<file path="src/rtl/eth_pkg.sv">
// Shared Ethernet constants and the receive framer state encoding.
package eth_pkg;

    localparam logic [7:0]  PREAMBLE_BYTE = 8'h55;
    localparam logic [7:0]  SFD_BYTE      = 8'hD5;
    localparam logic [31:0] CRC32_POLY    = 32'hEDB88320;
    localparam logic [31:0] CRC32_INIT    = 32'hFFFFFFFF;
    localparam logic [31:0] CRC32_RESIDUE = 32'hDEBB20E3;

    localparam int unsigned LEN_W = 11;
    localparam int unsigned CNT_W = 16;
    localparam int unsigned PRE_W = 4;

    typedef enum logic [1:0] {
        ST_IDLE     = 2'd0,
        ST_PREAMBLE = 2'd1,
        ST_PAYLOAD  = 2'd2,
        ST_DROP     = 2'd3
    } rx_state_e;

endpackage

</file>
<file path="src/rtl/eth_crc32_d8.sv">
// Byte-wide next-state function of the reflected Ethernet CRC-32 (no final XOR).
module eth_crc32_d8
    import eth_pkg::*;
(
    input  logic [31:0] crc_in,
    input  logic [7:0]  data,
    output logic [31:0] crc_out
);

    logic [31:0] w_crc;

    // Eight serial steps, data LSB first
    always_comb begin
        w_crc = crc_in;
        for (int i = 0; i < 8; i++) begin
            w_crc = (w_crc >> 1) ^ (((w_crc[0] ^ data[i]) == 1'b1) ? CRC32_POLY : 32'h0);
        end
    end

    assign crc_out = w_crc;

endmodule

</file>
<file path="src/rtl/eth_rx_frame.sv">
// Receive framer: strips preamble/SFD, checks FCS/length/PHY error and hides the FCS.
module eth_rx_frame
    import eth_pkg::*;
#(
    parameter int unsigned MIN_PREAMBLE  = 2,
    parameter int unsigned MIN_FRAME_LEN = 64,
    parameter int unsigned MAX_FRAME_LEN = 1518
) (
    input  logic        clk125MHz,
    input  logic        rst,
    input  logic [7:0]  rx_data,
    input  logic        rx_en,
    input  logic        rx_er,
    output logic [7:0]  out_data,
    output logic        out_valid,
    output logic        out_sof,
    output logic        out_eof,
    output logic        out_good,
    output logic        out_bad,
    output logic [10:0] frame_len,
    output logic [15:0] crc_err_cnt,
    output logic [15:0] drop_cnt
);

    rx_state_e        r_state;
    logic             r_rx_en;
    logic [PRE_W-1:0] r_pre_cnt;
    logic [31:0]      r_crc;
    logic [LEN_W-1:0] r_len;
    logic             r_err;
    logic [3:0][7:0]  r_dly;
    logic             r_sof_pend;

    logic [7:0]       r_out_data;
    logic             r_out_valid;
    logic             r_out_sof;
    logic             r_out_eof;
    logic             r_out_good;
    logic             r_out_bad;
    logic [LEN_W-1:0] r_frame_len;
    logic [CNT_W-1:0] r_crc_err_cnt;
    logic [CNT_W-1:0] r_drop_cnt;

    logic [31:0]      w_crc_next;
    logic             w_rx_start;
    logic             w_crc_ok;
    logic             w_len_ok;

    eth_crc32_d8 u_crc (
        .crc_in  (r_crc),
        .data    (rx_data),
        .crc_out (w_crc_next)
    );

    assign w_rx_start = rx_en && !r_rx_en;
    assign w_crc_ok   = (r_crc == CRC32_RESIDUE);
    assign w_len_ok   = (r_len >= LEN_W'(MIN_FRAME_LEN)) && (r_len <= LEN_W'(MAX_FRAME_LEN));

    // Framer FSM with registered payload stream and end-of-frame verdict
    always_ff @(posedge clk125MHz) begin
        if (rst) begin
            r_state       <= ST_IDLE;
            r_rx_en       <= 1'b1;
            r_pre_cnt     <= '0;
            r_crc         <= '0;
            r_len         <= '0;
            r_err         <= 1'b0;
            r_dly         <= '0;
            r_sof_pend    <= 1'b0;
            r_out_data    <= '0;
            r_out_valid   <= 1'b0;
            r_out_sof     <= 1'b0;
            r_out_eof     <= 1'b0;
            r_out_good    <= 1'b0;
            r_out_bad     <= 1'b0;
            r_frame_len   <= '0;
            r_crc_err_cnt <= '0;
            r_drop_cnt    <= '0;
        end else begin
            r_rx_en     <= rx_en;
            r_out_valid <= 1'b0;
            r_out_sof   <= 1'b0;
            r_out_eof   <= 1'b0;
            r_out_good  <= 1'b0;
            r_out_bad   <= 1'b0;
            case (r_state)
                ST_IDLE: begin
                    if (rx_en) begin
                        if (w_rx_start && (rx_data == PREAMBLE_BYTE)) begin
                            r_state   <= ST_PREAMBLE;
                            r_pre_cnt <= PRE_W'(1);
                        end else begin
                            r_state <= ST_DROP;
                        end
                    end
                end
                ST_PREAMBLE: begin
                    if (!rx_en) begin
                        r_state <= ST_IDLE;
                        if (r_drop_cnt != '1) r_drop_cnt <= r_drop_cnt + CNT_W'(1);
                    end else if (rx_data == PREAMBLE_BYTE) begin
                        if (r_pre_cnt != '1) r_pre_cnt <= r_pre_cnt + PRE_W'(1);
                    end else if ((rx_data == SFD_BYTE) && (r_pre_cnt >= PRE_W'(MIN_PREAMBLE))) begin
                        r_state    <= ST_PAYLOAD;
                        r_crc      <= CRC32_INIT;
                        r_len      <= '0;
                        r_err      <= 1'b0;
                        r_sof_pend <= 1'b1;
                    end else begin
                        r_state <= ST_DROP;
                        if (r_drop_cnt != '1) r_drop_cnt <= r_drop_cnt + CNT_W'(1);
                    end
                end
                ST_PAYLOAD: begin
                    if (rx_en) begin
                        r_crc <= w_crc_next;
                        r_dly <= {r_dly[2:0], rx_data};
                        if (r_len != '1) r_len <= r_len + LEN_W'(1);
                        if (rx_er) r_err <= 1'b1;
                        // Four bytes already held: the oldest cannot be FCS, release it
                        if (r_len >= LEN_W'(4)) begin
                            r_out_data  <= r_dly[3];
                            r_out_valid <= 1'b1;
                            r_out_sof   <= r_sof_pend;
                            r_sof_pend  <= 1'b0;
                        end
                    end else begin
                        r_state     <= ST_IDLE;
                        r_sof_pend  <= 1'b0;
                        r_out_eof   <= 1'b1;
                        r_frame_len <= r_len;
                        if (w_crc_ok && !r_err && w_len_ok) begin
                            r_out_good <= 1'b1;
                        end else begin
                            r_out_bad <= 1'b1;
                        end
                        if (!w_crc_ok && (r_crc_err_cnt != '1)) begin
                            r_crc_err_cnt <= r_crc_err_cnt + CNT_W'(1);
                        end
                    end
                end
                ST_DROP: begin
                    if (!rx_en) r_state <= ST_IDLE;
                end
                default: r_state <= ST_IDLE;
            endcase
        end
    end

    assign out_data    = r_out_data;
    assign out_valid   = r_out_valid;
    assign out_sof     = r_out_sof;
    assign out_eof     = r_out_eof;
    assign out_good    = r_out_good;
    assign out_bad     = r_out_bad;
    assign frame_len   = r_frame_len;
    assign crc_err_cnt = r_crc_err_cnt;
    assign drop_cnt    = r_drop_cnt;

endmodule

</file>
<file path="config.mk">
export PLATFORM = sky130hd
export DESIGN_NAME = eth_rx_frame
export DESIGN_NICKNAME = d
export VERILOG_FILES = /design/src/rtl/eth_pkg.sv /design/src/rtl/eth_crc32_d8.sv /design/src/rtl/eth_rx_frame.sv
export SDC_FILE = /design/constraint.sdc
export NUM_CORES = 1
export LEC_CHECK = 0
export ABC_AREA = 1
export CORE_MARGIN = 2
export CORE_UTILIZATION = 51
export DETAILED_ROUTE_END_ITERATION = 10
export GPL_TIMING_DRIVEN = 0
export PLACE_DENSITY_LB_ADDON = 0.25
export SLEW_MARGIN = 30
export SYNTH_ARGS = -nofsm -noshare
export SYNTH_HDL_FRONTEND = slang
export SYNTH_SLANG_ARGS = --single-unit
</file>
<file path="constraint.sdc">
create_clock -name clk125MHz -period 2.26 [get_ports clk125MHz]
set_input_delay 0.452 -clock clk125MHz [delete_from_list [all_inputs] [get_ports clk125MHz]]
set_output_delay 0.452 -clock clk125MHz [all_outputs]
set_load 0.02 [all_outputs]
</file>
==> impl_metrics.py, run 1 <==
metrics = {
    "synthesis": {
        "ys_ff_latch": 140,
        "ys_warn_count": 0,
        "syn-num-nets": 1116,
        "async_flop_share_pct": 0,
        "synth-main-ff-cell": "dfxtp_1",
        "ys_seq_area_share_pct": 37.7,
        "syn_area_per_cell_sq_um": 6.76,
        "synthAdderAreaFrac_pct": 1.01,
        "synth_top_area_share_pct": 37.7,
        "synthMuxAreaShare_pct": 0,
        "synth_top_cell_by_area": "dfxtp_1",
        "synthCells": 1098,
        "synth_compound_area_share_pct": 14.2,
        "synth-edff-count": 0,
        "synth_xor_xnor_area_share_pct": 7.43,
        "yosys.area_share.simple_pct": 31.1,
        "synth_area_leaders": "dfxtp_1, nand2_1, nor2_1, a21oi_1, xor2_1",
        "synth_area_sq_um": 7430,
        "synth_top_family_by_area": "simple AND/OR/NAND/NOR gates",
        "ys_types": 39,
    },
    "hold_path": {
        "hold_class": "primary input to flip-flop",
    },
    "grt": {
        "grt_pass1_wl_um": 32000,
        "track_usage_pct": 25.2,
        "overflow": 0,
        "grt_max_degree": 17,
        "antenna_found_initial": 0,
        "first_global_vias": 6487,
    },
    "timing": {
        "relSlewSlack_pct": 53.4,
        "finalCritPeriodShare_pct": 93.8,
        "fmax_ghz": 0.472,
        "finalHoldWorstSlack_ns": 0.388,
        "post-route-min-period_ns": 2.12,
        "maxSlewViolCount": 0,
        "hold_viol_final": 0,
        "rsz0062_at_grt": "no",
        "finClkSkew_ns": 0.00662,
        "finalSetupViolations": 0,
        "worst_pin_slew_ns": 0.692,
        "tns_ns": 0,
    },
    "floorplanning": {
        "rows": 44,
        "die_area_sq_um": 15500,
        "fp.dieW_um": 125,
        "num_io_pins": 68,
        "initial_core_util_pct": 51.7,
        "die_h_um": 125,
        "core_sq_um": 14400,
    },
    "clocking": {
        "cts_sinks": 140,
        "htree_levels": 4,
        "clock-root-buffer": "clkbuf_16",
        "clockBufferDepth": 2,
        "clk_pin_slew_ns": 0.06,
        "tritoncts": "yes",
        "hold_buffers": 0,
        "cts_buffers": 17,
        "clkLatencyLatePin_ns": 0.43,
    },
    "power": {
        "switching_power_mw": 4.05,
        "p_per_area_nw_per_um2": 1090,
        "pwr-share-seq_pct": 34.4,
        "p_leak_nw": 3.60,
        "irDropWorstVdd_uv": 603,
        "combPwrFrac_pct": 38.0,
        "p_int_mw": 5.60,
        "swShare_pct": 42.0,
        "clockPowerShare_pct": 27.6,
    },
    "route": {
        "via_per_inst": 5.32,
        "wl_per_cell_um": 14.3,
        "drt-total-wl_um": 19700,
        "dr_total_vias": 7340,
        "antenna_left": 0,
        "drt_iter0_markers": 584,
        "firstDrtPassIters": 5,
        "drc_errors": 0,
    },
    "layout": {
        "final.fill_count": 1326,
        "nets": 1200,
        "multiInputGateArea_sq_um": 4000,
        "syn2layout_area_growth_pct": 19.4,
        "drive_gt1_share_pct": 7.36,
        "num_antenna_cells": 0,
        "seqCellArea_sq_um": 2800,
        "final_util_pct": 61.7,
    },
    "placement": {
        "portBuffers": 65,
        "place_congestion": 0.955,
        "dp_hpwl_um": 14200,
    },
    "setup_path": {
        "cp.required_ns": 2.54,
        "arrival_ns": 2.40,
        "critical_path_class": "primary input to flip-flop",
        "crit_path_start_kind": "primary input",
        "critical_path.endpoint_type": "flip-flop",
        "crit_path_max_fanout": 10,
    },
    "status": {
        "status": "finished, final reports clean",
    },
    "job": {
        "cap_violations": 0,
    },
}
-- layer usage --
layer / wire length (um) / global-route usage [%] / vias up
met5: 0 / 0 / -
met1: 8990 / 33.7 / 3336
li1: - / - / 3725
met3: 1390 / 5.54 / 38
met4: 446 / 8.33 / 0
met2: 8860 / 40.5 / 241
-- worst paths after layout --
path                            startpoint                         to  slack [ns]  cells past startpoint
setup / recovery                rx_data[4]  drop_cnt[15]$_SDFFE_PP0P_        0.14                      9
hold / removal                       rx_en         r_rx_en$_SDFF_PP1_        0.39                      3
setup reg to reg  drop_cnt[0]$_SDFFE_PP0P_  drop_cnt[15]$_SDFFE_PP0P_        0.18                     11
hold reg to reg     r_dly[29]$_SDFFE_PP0P_     r_dly[29]$_SDFFE_PP0P_        0.46                      2
-- what timing repair did --
item	4_1_cts	5_1_grt
buffers inserted	0	0
resized for setup	0	1
endpoints found under the setup margin	0	6
-- cell families after synthesis --
| logic type | count (synthesis) |
|---|---|
| adder cells (fa/ha/maj) | 6 |
| XOR/XNOR | 63 |
| AO/OA/AOI/OAI | 202 |
| AND/OR/NAND/NOR | 538 |
| flip-flops | 140 |
| buffers and inverters | 149 |
-- critical path, cell delays in order --
cell	delay, ns
clkdlybuf4s50_1	0.50
inv_1	0.09
nor4_1	0.59
nand3_1	0.17
nand3_2	0.21
inv_2	0.11
buf_6	0.16
nand2_1	0.05
a21oi_1	0.05
-- synthesized netlist by cell type, types with 6 or more instances --
library cell    n
a21oi_1       103
buf_2           7
buf_4           9
clkbuf_1       21
dfxtp_1       140
ha_1            6
inv_1          98
inv_2           9
nand2_1       261
nand2_2         7
nand3_1        63
nand4_1        21
nor2_1        141
nor3_1         20
o21ai_0        82
xnor2_1        14
xor2_1         49
-- power groups by stage --
stage | combinational, mW | clock [mW] | sequential, mW
after floorplan | 2.61 | 0 | 3.34
after global placement | 3.53 | 0 | 3.35
after detailed placement | 3.59 | 0 | 3.34
after CTS | 3.61 | 2.69 | 3.31
after global routing | 4.10 | 2.80 | 3.36
final | 3.67 | 2.66 | 3.32
-- registers in the layout (all words and copies together), names as in the netlist --
signal	flops
out_sof	1
drop_cnt	16
out_valid	1
out_good	1
out_eof	1
out_bad	1
r_pre_cnt	4
r_dly	32
r_sof_pend	1
r_rx_en	1
crc_err_cnt	16
frame_len	11
r_crc	32
r_state	2
r_len	11
out_data	8
r_err	1
-- cell type report --
cell class,instances,area share (%)
Clock inverter,15,1.50
Multi-Input combinational cell,809,45.0
Inverter,107,4.53
Sequential cell,140,31.6
Tap cell,184,2.60
Buffer,42,2.60
Clock buffer,17,4.80
Timing Repair Buffer,65,7.34
-- through the flow --
| step | total power, mW | instances | setup WS (ns) | instance area [sq um] |
|---|---|---|---|---|
| finish | 9.65 | 1379 | 0.141 | 8870 |
| detailed placement | 6.94 | 1347 | -0.325 | 8310 |
| global placement | 6.88 | 1347 | -0.309 | 8310 |
| floorplan | 5.95 | 1098 | 0.480 | 7430 |
| global route | 10.3 | 1379 | 0.00530 | 8870 |
| CTS | 9.61 | 1379 | 0.112 | 8870 |
-- cell usage in the layout, fill, tap and decap left out, drive strengths merged, types with 21 or more instances in the layout --
master / instances
xor2: 49
nor2: 148
a21oi: 104
nand2: 269
clkdlybuf4s50: 65
nand4: 21
inv: 114
clkbuf: 38
dfxtp: 140
nand3: 67
buf: 21
o21ai: 86
(Power assumes the default switching activity.)
==> run 2: changes to the inputs <==
--- a/config.mk
+++ b/config.mk
@@ -5,12 +5,11 @@
 export SDC_FILE = /design/constraint.sdc
 export NUM_CORES = 1
 export LEC_CHECK = 0
-export ABC_AREA = 1
 export CORE_MARGIN = 2
 export CORE_UTILIZATION = 51
 export DETAILED_ROUTE_END_ITERATION = 10
 export GPL_TIMING_DRIVEN = 0
-export PLACE_DENSITY_LB_ADDON = 0.25
+export PLACE_DENSITY_LB_ADDON = 0.05
 export SLEW_MARGIN = 30
 export SYNTH_ARGS = -nofsm -noshare
 export SYNTH_HDL_FRONTEND = slang
==> impl_metrics.py, run 2 <==
metrics = {
    "status": {
        "status": "finished, violations left",
        "violations": "setup timing",
    },
    "synthesis": {
        "synthCells": 731,
        "synth_area_sq_um": 6390,
        "synth_top_area_share_pct": 43.8,
        "async_flop_share_pct": 0,
        "synth-main-ff-cell": "dfxtp_1",
        "synth-edff-count": 0,
        "ys_seq_area_share_pct": 43.8,
        "ys_types": 57,
        "synth_top_cell_by_area": "dfxtp_1",
        "synth.most_common_cell": "dfxtp_1",
        "syn-num-nets": 749,
        "synth_area_leaders": "dfxtp_1, xnor2_1, a21oi_1, nand2_1, nor2_1",
        "syn_area_per_cell_sq_um": 8.75,
        "ys_warn_count": 0,
        "synth_common_cells": "dfxtp_1, nand2_1, a21oi_1, xnor2_1, nor2_1",
        "ys_ff_latch": 140,
    },
    "power": {
        "p_int_mw": 4.88,
        "p_per_area_nw_per_um2": 772,
        "pwr-share-seq_pct": 40.2,
        "irDropWorstVdd_uv": 591,
        "swShare_pct": 23.6,
        "switching_power_mw": 1.50,
        "power_mw": 6.38,
        "clockPowerShare_pct": 47.4,
        "combPwrFrac_pct": 12.3,
        "p_leak_nw": 2.79,
    },
    "timing": {
        "finalSetupViolations": 6,
        "finalCritPeriodShare_pct": 104,
        "rsz0062_at_grt": "yes",
        "post-route-min-period_ns": 2.34,
        "finalHoldWorstSlack_ns": 0.446,
        "hold_viol_final": 0,
        "maxSlewViolCount": 0,
        "worst_slack_ns": -0.0833,
        "finClkSkew_ns": 0.00666,
        "fmax_ghz": 0.427,
        "relSlewSlack_pct": 56.3,
        "worst_pin_slew_ns": 0.656,
    },
    "clocking": {
        "clk_pin_slew_ns": 0.06,
        "cts_buffers": 17,
        "clkLatencyLatePin_ns": 0.43,
        "hold_buffers": 0,
        "tritoncts": "yes",
        "clock-root-buffer": "clkbuf_16",
        "htree_levels": 4,
        "clockBufferDepth": 2,
        "cts_sinks": 140,
    },
    "placement": {
        "dp_slack_ns": -0.959,
        "portBuffers": 65,
        "dp_hpwl_um": 11600,
        "place_congestion": 0.921,
    },
    "setup_path": {
        "r2r_start": "r_pre_cnt[0]$_SDFFE_PP0P_",
        "critical_path_class": "primary input to flip-flop",
        "arrival_ns": 2.66,
        "rr_worst_depth": 7,
        "cp.required_ns": 2.57,
        "crit_path_start_kind": "primary input",
        "crit_path_max_fanout": 6,
        "r2r_end": "drop_cnt[11]$_SDFFE_PP0P_",
        "rrSetupSlack_ns": -0.07,
        "critical_path.endpoint_type": "flip-flop",
    },
    "layout": {
        "final_util_pct": 68.3,
        "num_antenna_cells": 0,
        "drive_gt1_share_pct": 13.5,
        "nets": 842,
        "final_cell_mix": "dfxtp_1, nand2_1, a21oi_1",
        "final_common_cell": "dfxtp_1",
        "syn2layout_area_growth_pct": 29.3,
        "reg_top3": "r_crc x32, r_dly x32",
    },
    "grt": {
        "antenna_found_initial": 0,
        "overflow": 0,
        "track_usage_pct": 26.4,
        "grt_max_degree": 17,
        "first_global_vias": 5642,
        "grt_pass1_wl_um": 27600,
    },
    "floorplanning": {
        "fp.dieW_um": 116,
        "die_area_sq_um": 13400,
        "core_sq_um": 12100,
        "rows": 40,
        "num_io_pins": 68,
        "initial_core_util_pct": 52.8,
        "die_h_um": 116,
    },
    "hold_path": {
        "hp-start": "rx_data[4]",
        "whs_endpoint": "r_dly[4]$_SDFFE_PP0P_",
        "holdPathStages": 3,
        "hold_class": "primary input to flip-flop",
    },
    "route": {
        "firstDrtPassIters": 5,
        "dr_total_vias": 5744,
        "drc_errors": 0,
        "drt_iter0_markers": 451,
        "wl_per_cell_um": 16.7,
        "drt-total-wl_um": 16700,
        "antenna_left": 0,
        "via_per_inst": 5.72,
    },
    "job": {
        "cap_violations": 0,
    },
}
[run 2: worst max path at each step]
stage                         startpoint                        end  slack [ns]  cells past startpoint
6_report                      rx_data[0]  drop_cnt[11]$_SDFFE_PP0P_       -0.08                      6
2_1_floorplan  r_pre_cnt[0]$_SDFFE_PP0P_   drop_cnt[5]$_SDFFE_PP0P_       -0.02                      8
3_3_place_gp                  rx_data[3]     r_crc[11]$_SDFFE_PP0P_       -0.94                      7
5_1_grt        r_pre_cnt[0]$_SDFFE_PP0P_  drop_cnt[11]$_SDFFE_PP0P_       -0.14                      7
4_1_cts        r_pre_cnt[0]$_SDFFE_PP0P_  drop_cnt[11]$_SDFFE_PP0P_       -0.12                      7
3_5_place_dp                  rx_data[3]     r_crc[11]$_SDFFE_PP0P_       -0.96                      7
[run 2: cell families after synthesis]
logic type	Yosys count	synth area share [%]
flip-flops	140	43.8
adder cells (fa/ha/maj)	6	1.17
multiplexers	15	2.49
AND/OR/NAND/NOR	269	20.8
buffers and inverters	57	3.44
AO/OA/AOI/OAI	163	16.7
XOR/XNOR	81	11.6
[run 2: layout make-up]
class	instances	area, sq um
fillers	1049	3840
multi-input cells	534	3610
well taps	168	210
clock buffers	25	515
plain buffers	44	205
inverters	12	45.0
clock inverters	6	130
flip-flops and latches	140	2810
repair buffers	75	739
[run 2: metal layers]
| layer | share of wire, % | vias to the layer above | track usage (%) |
|---|---|---|---|
| li1 | - | 2784 | - |
| met1 | 45 | 2724 | 34.1 |
| met2 | 47 | 187 | 42.0 |
| met3 | 5.3 | 49 | 6.80 |
| met4 | 2.9 | 0 | 11.3 |
| met5 | 0 | - | 0 |
[run 2: critical path, cell delays in order]
cell and delay, ns:
clkdlybuf4s50_1 0.55, and3b_1 0.30, and2_1 0.22, a2111o_1 0.54
nor3b_2 0.26, mux2_4 0.33
[run 2: repair_timing]
item	in CTS	in global routing
pin swaps	3	10
gates resized for setup	37	32
endpoints found under the setup margin	73	69
gates cloned	0	1
buffers inserted	4	5
[run 2: stage by stage]
step	cell area, sq um	instances	setup TNS (ns)
floorplan	6390	731	-0.0473
global placement	7250	964	-46.17
detailed placement	7260	964	-46.84
CTS	8120	998	-0.417
global route	8270	1004	-1.47
finish	8270	1004	-0.292
[run 2: power groups by stage]
stage / Combinational (mW) / Sequential (mW) / Clock (mW)
3_5_place_dp: 0.720 / 2.61 / 0
3_3_place_gp: 0.709 / 2.61 / 0
2_1_floorplan: 0.557 / 2.61 / 0
4_1_cts: 0.766 / 2.56 / 3.06
6_report: 0.788 / 2.57 / 3.03
5_1_grt: 0.848 / 2.57 / 3.17
==> variant: new RTL, settings of run 1 <==
Set the package constant `PRE_W` to 3 (it was 4).
--- a/src/rtl/eth_pkg.sv
+++ b/src/rtl/eth_pkg.sv
@@ -11,3 +11,3 @@
     localparam int unsigned CNT_W = 16;
-    localparam int unsigned PRE_W = 4;
+    localparam int unsigned PRE_W = 3;
 
Behaviour: same outputs for any inputs over 4 cycles, from zero or initial values and one cycle with rst high; that may be too few to reach the edited logic, so the function may still have changed.
==> variant against run 1 <==
  * Sequential cell count fell by 1
  * Routed wire length decreased by 4.2%
  * Highest routed layer unchanged
  * Non-clock buffer count is 4 lower
  * Design area fell by 2.2%
  * Fmax grew 1.8%
  * Largest power group is now sequential cells
  * Setup slack better by 38 ps
  * Synthesized area decreased by 3.4%
  * Count of clock-buffer cells in the layout did not move
  * Critical path type is now register to register
  * Total power decreased by 15%
==> variant: results (changes against run 1) <==
| Metric | Value |
|---|---|
| Initial DRC count | 602 (+3.1%) |
| Relative slew slack | 0.561 (+0.0264) |
| Clk Latency, worst-skew pair | 430 ps (about the same) |
| DR vias | 7029 (-4.2%) |
| Share of cells above drive strength 1 | 0.0597 (-0.0140) |
| Largest cells by area after synthesis | dfxtp_1 (39%), nand2_1 (13%), nor2_1 (7.0%), o21ai_0 (6.5%), a21oi_1 (6.1%) |
| Routability-driven placement congestion ratio | 0.960 (+0.49%) |
| R2R depth | 8 (-3) |
| Slowest CP cell | dfxtp_1 |
| Post-CTS sizing | 0 (unchanged) |
| Final HPWL DP | 13300 um (-6.1%) |
| Gr usage total | 0.257 (+0.00548) |
| Reg2reg end | out_bad |
| Synth cell types | 34 (-13%) |
| VDD IR max | 0.640 mV (+6.2%) |
| LEAKAGE | 3.70 nW (+2.9%) |
| Initial antenna violation count | 0 (unchanged) |
| Status | finished, final reports clean |
| Worst r2r src | r_crc[19] |
| Net Count, Synth | 1078 (-3.4%) |
| First-pass GRT wire length | 30200 um (-5.7%) |
| Max incr delay on CP | 420 ps (-170 ps) |
| Vias in the first global route | 6311 (-2.7%) |
| Worst Hold Path EP | r_state[0] |
| Root Driver | clkbuf_16 |
| Top cells by count, synth | nand2_1 (255), dfxtp_1 (139), nor2_1 (133) |
| H-Tree Depth | 4 (unchanged) |
| I/O Buffers | 65 (unchanged) |
| Seq/Total Area, Yosys | 0.388 (+0.0104) |
==> variant: cell types whose count changed after synthesis, moves of 4 or more <==
cell / change
inv_1: +9
nor2_1: -8
nand3_2: -4
a21oi_1: -16
o21ai_0: +11
buf_4: -6
inv_2: -5
xnor2_1: +8
nand2_1: -6
nand3_1: -7
nand4_1: -5
==> variant: layout make-up <==
cell class	instances	area, um2
fillers	1245	5160
multi-input cells	769	3820
flip-flops and latches	139	2780
repair buffers	65	651
clock buffers	17	425
inverters	113	424
well taps	180	225
plain buffers	38	180
clock inverters	15	156
==> variant: metrics by stage <==
stage / cells / setup slack (ps)
after floorplan: 1059 / 331
after global placement: 1304 / -453
after detailed placement: 1304 / -443
after CTS: 1336 / 20.9
after global routing: 1336 / 19.4
final: 1336 / 179
==> variant: logic make-up after synthesis <==
| group | after synthesis | share of synthesized area |
|---|---|---|
| AND/OR/NAND/NOR | 497 | 0.288 |
| adder cells (fa/ha/maj) | 7 | 0.0122 |
| flip-flops | 139 | 0.388 |
| XOR/XNOR | 71 | 0.0877 |
| buffers and inverters | 151 | 0.0839 |
| AO/OA/AOI/OAI | 194 | 0.141 |
==> variant: routing by layer <==
| layer | track usage | wire length [um] | share of wire | up-vias |
|---|---|---|---|---|
| met1 | 0.336 | 8490 | 0.45 | 3203 |
| li1 | - | - | - | 3562 |
| met3 | 0.0520 | 1180 | 0.062 | 32 |
| met5 | 0 | 0 | 0 | - |
| met2 | 0.421 | 8770 | 0.47 | 232 |
| met4 | 0.0948 | 416 | 0.022 | 0 |
==> variant: worst register-to-register path, cell delays in order, from the launching register on <==
cell      delay, ps
dfxtp_1         420
inv_1            90
nor3_1          300
nand3_1         110
nor2_1          180
nand2_1         270
clkbuf_1        340
nor3_1          200
nor2_1           60
==> variant: how the worst max path moves through the flow <==
stage	from	endpoint	slack (ps)	depth (start not counted)
floorplan	drop_cnt[0]	drop_cnt[12]	330	10
global placement	rx_data[1]	r_err	-450	12
detailed placement	rx_data[1]	r_err	-440	12
CTS	rx_data[1]	r_err	20	12
global route	r_state[1]	r_crc[19]	20	9
finish	r_crc[19]	out_bad	180	8
==> variant: power by group <==
| group | internal (mW) | switching [mW] | total, mW |
|---|---|---|---|
| clock | 1.56 | 1.20 | 2.76 |
| combinational | 0.793 | 1.56 | 2.35 |
| sequential | 2.79 | 0.276 | 3.06 |
